<file path="config.mk">
export PLATFORM = sky130hd
export DESIGN_NAME = spi_master
export DESIGN_NICKNAME = d
export VERILOG_FILES = /design/src/rtl/spi_pkg.sv /design/src/rtl/spi_shift_reg.sv /design/src/rtl/spi_master.sv
export SDC_FILE = /design/constraint.sdc
export NUM_CORES = 1
export LEC_CHECK = 0
export BUFFER_PORTS_ARGS = -buffer_cell sky130_fd_sc_hd__buf_2
export CORE_MARGIN = 4
export CORE_UTILIZATION = 62
export CTS_BUF_LIST = sky130_fd_sc_hd__clkbuf_4 sky130_fd_sc_hd__clkbuf_8
export DETAILED_ROUTE_END_ITERATION = 8
export GPL_ROUTABILITY_DRIVEN = 1
export PLACE_DENSITY = 0.93
export SLEW_MARGIN = 20
export SYNTH_ARGS = -nofsm -noshare
export SYNTH_HDL_FRONTEND = slang
export SYNTH_SLANG_ARGS = --single-unit
</file>
<file path="constraint.sdc">
create_clock -name clk -period 3.3 [get_ports clk]
set_clock_uncertainty 0.15 [all_clocks]
set_input_delay 0.165 -clock clk [delete_from_list [all_inputs] [get_ports clk]]
set_output_delay 0.165 -clock clk [all_outputs]
set_load 0.01 [all_outputs]
</file>
<file path="src/rtl/spi_pkg.sv">
// ============================================================================
// spi_pkg : opcode, width and state constants shared by the SPI master.
// Revision: 1.0
// ============================================================================
`default_nettype none

package spi_pkg;

  localparam int FRAME_W = 10;
  localparam int DATA_W  = 8;

  localparam logic [1:0] CMD_WR_ADDR = 2'b00;
  localparam logic [1:0] CMD_WR_DATA = 2'b01;
  localparam logic [1:0] CMD_RD_ADDR = 2'b10;
  localparam logic [1:0] CMD_RD_DATA = 2'b11;

  localparam logic [2:0] ST_IDLE      = 3'd0;
  localparam logic [2:0] ST_START     = 3'd1;
  localparam logic [2:0] ST_SHIFT_CMD = 3'd2;
  localparam logic [2:0] ST_WAIT_RD   = 3'd3;
  localparam logic [2:0] ST_SHIFT_RD  = 3'd4;
  localparam logic [2:0] ST_GAP       = 3'd5;

  // Only read-data commands make the slave drive a response byte.
  function automatic logic has_response(input logic [1:0] op);
    logic r;
    r = 1'b0;
    case (op)
      CMD_WR_ADDR, CMD_WR_DATA, CMD_RD_ADDR: r = 1'b0;
      CMD_RD_DATA:                           r = 1'b1;
      default:                               r = 1'b0;
    endcase
    return r;
  endfunction

endpackage

`default_nettype wire

</file>
<file path="src/rtl/spi_shift_reg.sv">
// ============================================================================
// spi_shift_reg : parallel-load, MSB-first shift register with serial input.
// Revision: 1.0
// ============================================================================
`default_nettype none

module spi_shift_reg #(
  parameter int WIDTH = 8
) (
  input  logic             clk,
  input  logic             rst,
  input  logic             load,
  input  logic [WIDTH-1:0] load_data,
  input  logic             shift_en,
  input  logic             sin,
  output logic [WIDTH-1:0] q
);

  always_ff @(posedge clk or posedge rst) begin
    if (rst) begin
      q <= '0;
    end else if (load) begin
      q <= load_data;
    end else if (shift_en) begin
      q <= {q[WIDTH-2:0], sin};
    end
  end

endmodule

`default_nettype wire

</file>
<file path="src/rtl/spi_master.sv">
// ============================================================================
// spi_master : 10-bit command SPI master with optional read-byte capture.
// Optional frame counter output enabled by macro SPI_MASTER_FRAME_CNT_EN.
// Revision: 1.0
// ============================================================================
`default_nettype none

module spi_master
  import spi_pkg::*;
#(
  parameter int RD_LATENCY = 3,
  parameter int MIN_GAP    = 1
) (
  input  logic              clk,
  input  logic              rst,
  input  logic              req_valid,
  output logic              req_ready,
  input  logic [FRAME_W-1:0] req_data,
  output logic              ss_n,
  output logic              mosi,
  input  logic              miso,
  output logic [DATA_W-1:0] rd_data,
  output logic              rd_valid,
`ifdef SPI_MASTER_FRAME_CNT_EN
  output logic [15:0]       frame_cnt,
`endif
  output logic              busy
);

  localparam logic [3:0] CMD_LAST = 4'(FRAME_W - 1);
  localparam logic [3:0] RD_LAST  = 4'(DATA_W - 1);
  localparam logic [3:0] LAT_LAST = 4'(RD_LATENCY - 1);
  localparam logic [3:0] GAP_LAST = 4'(MIN_GAP - 1);

  logic [2:0]         state;
  logic [2:0]         nxt;
  logic [3:0]         cnt;
  logic [3:0]         cnt_nxt;
  logic [3:0]         wait_last;
  logic               is_rd;
  logic               handshake;
  logic               rd_done;
  logic [FRAME_W-1:0] tx_q;
  logic [DATA_W-1:0]  rx_q;
  logic               unused_bits;

  assign handshake = req_valid && req_ready;
  assign wait_last = is_rd ? LAT_LAST : 4'd0;
  assign rd_done   = (state == ST_SHIFT_RD) && (nxt == ST_GAP);

  // Only the MSB of TX and the low bits of RX are observed at the top.
  assign unused_bits = ^{tx_q[FRAME_W-2:0], rx_q[DATA_W-1]};

  always_comb begin
    nxt     = state;
    cnt_nxt = cnt;
    case (state)
      ST_IDLE: begin
        cnt_nxt = 4'd0;
        if (handshake) nxt = ST_START;
      end
      ST_START: begin
        nxt     = ST_SHIFT_CMD;
        cnt_nxt = 4'd0;
      end
      ST_SHIFT_CMD: begin
        if (cnt == CMD_LAST) begin
          nxt     = ST_WAIT_RD;
          cnt_nxt = 4'd0;
        end else begin
          cnt_nxt = cnt + 4'd1;
        end
      end
      // Writes pass through here for a single guard cycle.
      ST_WAIT_RD: begin
        if (cnt == wait_last) begin
          nxt     = is_rd ? ST_SHIFT_RD : ST_GAP;
          cnt_nxt = 4'd0;
        end else begin
          cnt_nxt = cnt + 4'd1;
        end
      end
      ST_SHIFT_RD: begin
        if (cnt == RD_LAST) begin
          nxt     = ST_GAP;
          cnt_nxt = 4'd0;
        end else begin
          cnt_nxt = cnt + 4'd1;
        end
      end
      ST_GAP: begin
        if (cnt == GAP_LAST) begin
          nxt     = ST_IDLE;
          cnt_nxt = 4'd0;
        end else begin
          cnt_nxt = cnt + 4'd1;
        end
      end
      default: begin
        nxt     = ST_IDLE;
        cnt_nxt = 4'd0;
      end
    endcase
  end

  spi_shift_reg #(.WIDTH(FRAME_W)) u_tx (
    .clk       (clk),
    .rst       (rst),
    .load      (handshake),
    .load_data (req_data),
    .shift_en  (nxt == ST_SHIFT_CMD),
    .sin       (1'b0),
    .q         (tx_q)
  );

  spi_shift_reg #(.WIDTH(DATA_W)) u_rx (
    .clk       (clk),
    .rst       (rst),
    .load      (1'b0),
    .load_data ('0),
    .shift_en  (state == ST_SHIFT_RD),
    .sin       (miso),
    .q         (rx_q)
  );

  // Outputs are registered from the next state so they line up with it.
  always_ff @(posedge clk or posedge rst) begin
    if (rst) begin
      state     <= ST_IDLE;
      cnt       <= 4'd0;
      is_rd     <= 1'b0;
      ss_n      <= 1'b1;
      mosi      <= 1'b0;
      busy      <= 1'b0;
      req_ready <= 1'b1;
      rd_valid  <= 1'b0;
      rd_data   <= '0;
    end else begin
      state     <= nxt;
      cnt       <= cnt_nxt;
      if (handshake) is_rd <= has_response(req_data[FRAME_W-1:FRAME_W-2]);
      ss_n      <= (nxt == ST_IDLE) || (nxt == ST_GAP);
      mosi      <= (nxt == ST_SHIFT_CMD) ? tx_q[FRAME_W-1] : 1'b0;
      busy      <= (nxt != ST_IDLE);
      req_ready <= (nxt == ST_IDLE);
      rd_valid  <= rd_done;
      if (rd_done) rd_data <= {rx_q[DATA_W-2:0], miso};
    end
  end

`ifdef SPI_MASTER_FRAME_CNT_EN
  always_ff @(posedge clk or posedge rst) begin
    if (rst) begin
      frame_cnt <= 16'd0;
    end else if ((nxt == ST_GAP) && (state != ST_GAP)) begin
      frame_cnt <= frame_cnt + 16'd1;
    end
  end
`endif

endmodule

`default_nettype wire

</file>
==> impl_metrics.ini, run 1 <==
[run_status]
outcome = finished, final reports clean

[timing]
hold_violations = 0
tns_ns = 0
setup_viol = 0
slew_viol_final = 0
period_minus_slack_ns = 2.91
hold_ws_ns = 0.267
slew_headroom_pct = 52.7
fmax_mhz = 344
worst_slack_ns = 0.390
fin_crit_sh_pct = 88.2
rsz0062_at_grt = false
worst_pin_slew_ns = 0.704

[logic_synthesis]
synthXorXnorAreaFrac_pct = 2.00
synthAdderAreaFrac_pct = 2.14
synth_edf_count = 0
ys_ff_latch = 38
avgSynthCellArea_um2 = 11.3
ys.flop_type = dfrtp_1
yosysTopAreaCellShare_pct = 51.4
synthArstFlopShare_pct = 100
seq_area_frac_synth_pct = 54.4
synth-compound-area-share_pct = 9.70
synth.area.top_cells = dfrtp_1 51%, mux2_2 9.6%, a31oi_1 3.6%
synth_cells = 155
synthMuxAreaShare_pct = 9.63
synth_fp_nets = 172
synthSimpleGateAreaFrac_pct = 18.0
syn_area_um2 = 1750
ys_warn_count = 0
synth_top_family_by_area = simple AND/OR/NAND/NOR gates
ys_types = 38
synth_largest_area_cell = dfrtp_1

[final_layout]
fin_nets = 212
utilization_pct = 78.0
areaGrowthSynthToFinish_pct = 21.5
fin_area_um2 = 2130
diodes = 0
finalNonFillerCells = 227
layout-drive-gt1-share_pct = 31.1

[clocking]
htreeDepth = 2
numCtsBuffers = 5
cts_buffer_depth = 2
cts_sinks = 38
root_buffer = clkbuf_4
tritoncts = built
ctsResizeCount = 0
clkLatencyLatePin_ns = 0.35
path_clk_slew_ns = 0.12

[detailed_routing]
drt-wirelength-per-cell_um = 18.0
viasPerCell = 6.23
routed_wl_mm = 4.08
num_vias = 1414
drc_errors = 0
drtPass1Iterations = 5
ant_nets = 0
drtIter0Drc = 97

[setup_path]
critPathKind = reg -> reg
worstPathArrival_ns = 2.96
r2r-start = cnt[0]
crit_required_ns = 3.35
ff2ff_path_depth = 8
timing.rr.end = u_tx.q[7]
cp-start-kind = flop
regToRegSetupSlack_ns = 0.39
cp-end-kind = flop
cp_max_fo = 12
startpoint = cnt[0]

[global_route]
grt_use_total_pct = 24.9
grt_start_max_net_pins = 30
grt_pass1_wl_mm = 6.53
first_global_vias = 1383
antenna_found_initial = 0
grt-ovfl-total = 0

[place]
io_buffer_count = 26
dpl_cell_area_um2 = 1880
gp_congestion = 0.851
preCtsSetupSlack_ns = 0.477
placed_cells = 205
hpwl_mm = 2.40

[floorplanning]
dieArea_um2 = 3740
core_area_um2 = 2730
fp-row-count = 19
die_h_um = 61.2
io_pins = 27
die_w_um = 61.2
initial_core_util_pct = 64.2

[power]
powerDensity_nw_per_um2 = 868
ir_worst_vdd_uv = 824
finalPower_mw = 1.85
p_leak_nw = 1.06

[worst_hold_path]
hp-class = in -> async

[run]
max-cap-violations = 0
final cells by class:
| type | instances | area (µm²) |
|---|---|---|
| Multi-Input combinational cell | 103 | 728 |
| Inverter | 6 | 22.5 |
| Sequential cell | 38 | 953 |
| Tap cell | 31 | 38.8 |
| Fill cell | 141 | 602 |
| Timing Repair Buffer | 41 | 278 |
| Clock inverter | 2 | 60.1 |
| Clock buffer | 6 | 51.3 |
sequential cells by signal, summed over array words and instances (netlist names):
signal and flops:
u_tx.q 10, rd_data 8, rd_valid 1, ss_n 1, u_rx.q 7, state 3
mosi 1, is_rd 1, req_ready 1, busy 1, cnt 4
logic make-up after synthesis:
| group | count (synthesis) |
|---|---|
| DFF | 38 |
| adders and majority gates | 3 |
| muxes | 15 |
| and+or+nand+nor | 54 |
| xor gates and xnor gates | 4 |
| buffers and inverters | 14 |
| AOI/OAI and AO/OA | 27 |
how the worst max path moves through the flow:
| stage | end |
|---|---|
| after CTS | u_tx.q[7] |
| after global routing | u_tx.q[7] |
| after detailed placement | u_tx.q[7] |
| final | u_tx.q[7] |
| after floorplan | u_tx.q[1] |
| after global placement | u_tx.q[8] |
where the power goes:
part	total (mW)	switching (mW)	internal [mW]
registers	0.753	0.131	0.623
logic	0.685	0.410	0.275
clock network	0.413	0.156	0.257
total	1.85	0.697	1.15
cells in the final DEF, fill, tap and decap left out, drive strengths merged, types with 3 or more instances in the layout:
cell type | Yosys | final
a31oi | 10 | 10
buf | 4 | 27
clkbuf | 4 | 6
dfrtp | 36 | 36
dlygate4sd3 | 0 | 14
ha | 3 | 3
inv | 6 | 6
mux2 | 15 | 15
nand2 | 5 | 5
nand3 | 11 | 11
nor2 | 17 | 17
nor3 | 5 | 5
o21ai | 11 | 11
timing repair:
action,4_1_cts,5_1_grt
hold buffers,13,1
hold endpoints to repair,38,1
buffers inserted,0,0
worst max-delay path, stage by stage, from the launching register on:
cell	delay [ns]
dfrtp_1	0.46
inv_1	0.12
ha_1	0.17
or3b_1	0.36
a32o_2	0.29
nor4_4	0.61
inv_2	0.27
o21ai_0	0.23
a31oi_1	0.12
synth_stat cells (2+ instances only):
cell      count
a31oi_1      10
buf_6         2
clkbuf_1      4
dfrtp_1      36
dfstp_2       2
ha_1          3
inv_1         4
inv_2         2
mux2_2       15
nand2_1       5
nand2b_1      2
nand3_1      11
nand3b_1      2
nor2_1       16
nor2b_1       2
nor3_1        4
o21ai_0       4
o21ai_1       7
or3_1         2
or3b_1        2
xnor2_1       2
xor2_1        2
layer usage:
metal	track usage [%]	vias up	wire length (µm)
met5	0	-	0
li1	-	632	-
met3	6.92	24	238
met4	9.60	0	137
met1	30.3	677	1510
met2	42.0	81	2190
No activity file was read; power rests on OpenSTA's default activity.
==> run 2: changes to the inputs <==
--- a/config.mk
+++ b/config.mk
@@ -7,11 +7,11 @@
 export LEC_CHECK = 0
 export BUFFER_PORTS_ARGS = -buffer_cell sky130_fd_sc_hd__buf_2
 export CORE_MARGIN = 4
-export CORE_UTILIZATION = 62
+export CORE_UTILIZATION = 52
 export CTS_BUF_LIST = sky130_fd_sc_hd__clkbuf_4 sky130_fd_sc_hd__clkbuf_8
 export DETAILED_ROUTE_END_ITERATION = 8
 export GPL_ROUTABILITY_DRIVEN = 1
-export PLACE_DENSITY = 0.93
+export PLACE_DENSITY = 0.84
 export SLEW_MARGIN = 20
 export SYNTH_ARGS = -nofsm -noshare
 export SYNTH_HDL_FRONTEND = slang
==> constraint.sdc (replaced) <==
create_clock -name clk -period 2.5 [get_ports clk]
set_clock_uncertainty 0.15 [all_clocks]
set_input_delay 0.125 -clock clk [delete_from_list [all_inputs] [get_ports clk]]
set_output_delay 0.125 -clock clk [all_outputs]
set_load 0.01 [all_outputs]
==> run 2 against run 1 <==
Against the previous run:
- worst setup slack lost 0.26 ns
- via count fell by 5.9%
- flip-flop and latch count unchanged
- global-route usage down 6.2 points
- clock power rose by 30%
- worst hold slack got worse by 0.085 ns
- final cell count is 7.0% higher
- total power rose by 31%
- die area grew 17%
- critical endpoint is now u_tx.q[4]
- largest cell class unchanged
==> impl_metrics.ini, run 2 (synthesized netlist as in run 1, its figures left out) <==
[place]
hpwl_mm = 2.29
gp_congestion = 0.921
io_buffer_count = 26

[final_layout]
largest_register_ffs = 10
final_common_cell = dfrtp_1
layout-drive-gt1-share_pct = 33.7
fin_nets = 215
register_area_um2 = 956
multiInputGateArea_um2 = 731
areaGrowthSynthToFinish_pct = 24.4
utilization_pct = 69.8
diodes = 0
top_register = u_tx.q
top_regs = u_tx.q x10, rd_data x8, u_rx.q x7
layout_common_cells = 34 x dfrtp_1, 26 x buf_2, 16 x nor2_1
nFillCells = 225

[global_route]
antenna_found_initial = 0
grt_use_total_pct = 18.7
first_global_vias = 1347
grt-ovfl-total = 0
grt_pass1_wl_mm = 6.13
grt_start_max_net_pins = 39

[clocking]
root_buffer = clkbuf_4
path_clk_slew_ns = 0.12
tritoncts = built
clkLatencyLatePin_ns = 0.35
cts_sinks = 38
postCtsSetupBuffers = 0
numCtsBuffers = 5
htreeDepth = 2
cts_buffer_depth = 2

[detailed_routing]
drt-wirelength-per-cell_um = 14.2
ant_nets = 0
drtPass1Iterations = 4
drc_errors = 0
drtIter0Drc = 123
num_vias = 1330
routed_wl_mm = 3.45
viasPerCell = 5.47

[floorplanning]
die_h_um = 66.1
core_area_um2 = 3130
die_w_um = 66.1
io_pins = 27
dieArea_um2 = 4370
initial_core_util_pct = 56.1
fp-row-count = 20

[setup_path]
cp_max_fo = 11
cp-start-kind = flop
critPathKind = reg -> reg
regToRegSetupSlack_ns = 0.13
cp-end-kind = flop
ff2ff_path_depth = 8
worstPathArrival_ns = 2.47
timing.rr.end = u_tx.q[4]
r2r-start = cnt[1]
crit_required_ns = 2.60

[timing]
worst_pin_slew_ns = 0.486
rsz0062_at_grt = false
setup_viol = 0
fmax_mhz = 422
fin_crit_sh_pct = 94.8
slew_headroom_pct = 67.3
period_minus_slack_ns = 2.37
tns_ns = 0
slew_viol_final = 0
hold_violations = 0

[power]
p_leak_nw = 1.08
powerDensity_nw_per_um2 = 1110
ir_worst_vdd_uv = 582

[run_status]
outcome = finished, final reports clean

[worst_hold_path]
min_to = u_tx.q[7]
hp-class = in -> reg
min_path_cells = 4
min_from = req_valid

[run]
max-cap-violations = 0
[run 2: cell count changes in the layout (fill, tap and decap cells not counted)]
| cell | before | now |
|---|---|---|
| buf_6 | 0 | 1 |
| dfrtp_1 | 36 | 34 |
| or3b_1 | 2 | 1 |
| inv_4 | 0 | 1 |
| or3b_4 | 0 | 1 |
| dfrtp_2 | 0 | 2 |
| inv_2 | 3 | 2 |
| o21ai_0 | 4 | 3 |
| buf_4 | 1 | 3 |
| o21ai_1 | 7 | 8 |
[run 2: routing by layer]
metal	track usage [%]	part of all wire, %	vias to the layer above
li1	-	-	635
met1	23.1	43	657
met2	30.2	51	32
met3	5.95	4.3	6
met4	7.36	1.3	0
met5	0	0	-
[run 2: power by group]
| part | internal (mW) | leakage (nW) | switching [mW] |
|---|---|---|---|
| clock | 0.339 | 0.0585 | 0.197 |
| sequential | 0.824 | 0.487 | 0.154 |
| combinational | 0.409 | 0.530 | 0.506 |
| total | 1.57 | 1.08 | 0.857 |
[run 2: how the worst max path moves through the flow]
stage	cells past startpoint	startpoint	to	slack [ns]
2_1_floorplan	9	cnt[0]	u_tx.q[1]	0.27
3_3_place_gp	8	cnt[0]	u_tx.q[3]	0.24
3_5_place_dp	8	cnt[0]	u_tx.q[8]	0.12
4_1_cts	8	cnt[0]	u_tx.q[4]	0.08
5_1_grt	8	cnt[1]	u_tx.q[4]	0.005
6_report	8	cnt[1]	u_tx.q[4]	0.13
[run 2: final cells by class]
| type | count | area share, % |
|---|---|---|
| clock inverter | 2 | 2.75 |
| tap | 44 | 2.52 |
| inverter | 6 | 1.15 |
| multi-input combinational | 103 | 33.5 |
| timing repair buffer | 44 | 13.9 |
| clock buffer | 6 | 2.35 |
| sequential | 38 | 43.8 |
[run 2: metrics by stage]
| step | area, µm² | power [mW] | hold WS [ns] | setup slack, ns | cells |
|---|---|---|---|---|---|
| after global placement | 1920 | 1.78 | 0.0952 | 0.237 | 221 |
| after CTS | 2170 | 2.41 | 0.159 | 0.0789 | 243 |
| after global routing | 2180 | 2.61 | 0.208 | 0.00491 | 243 |
| after floorplan | 1750 | 1.64 | 0.111 | 0.274 | 155 |
| final | 2180 | 2.43 | 0.182 | 0.129 | 243 |
| after detailed placement | 1920 | 1.85 | 0.118 | 0.119 | 221 |
[run 2: worst max-delay path, stage by stage (launching register included)]
cell     delay, ns
dfrtp_2       0.46
inv_1         0.09
ha_1          0.17
or3b_4        0.39
a32o_2        0.29
nor4_4        0.22
buf_6         0.20
nand3_1       0.09
a31oi_1       0.21
[run 2: repair_timing]
action	4_1_cts	5_1_grt
gates resized for setup	0	7
hold buffers	14	0
endpoints found under the setup margin	0	11
hold endpoints to repair	49	0
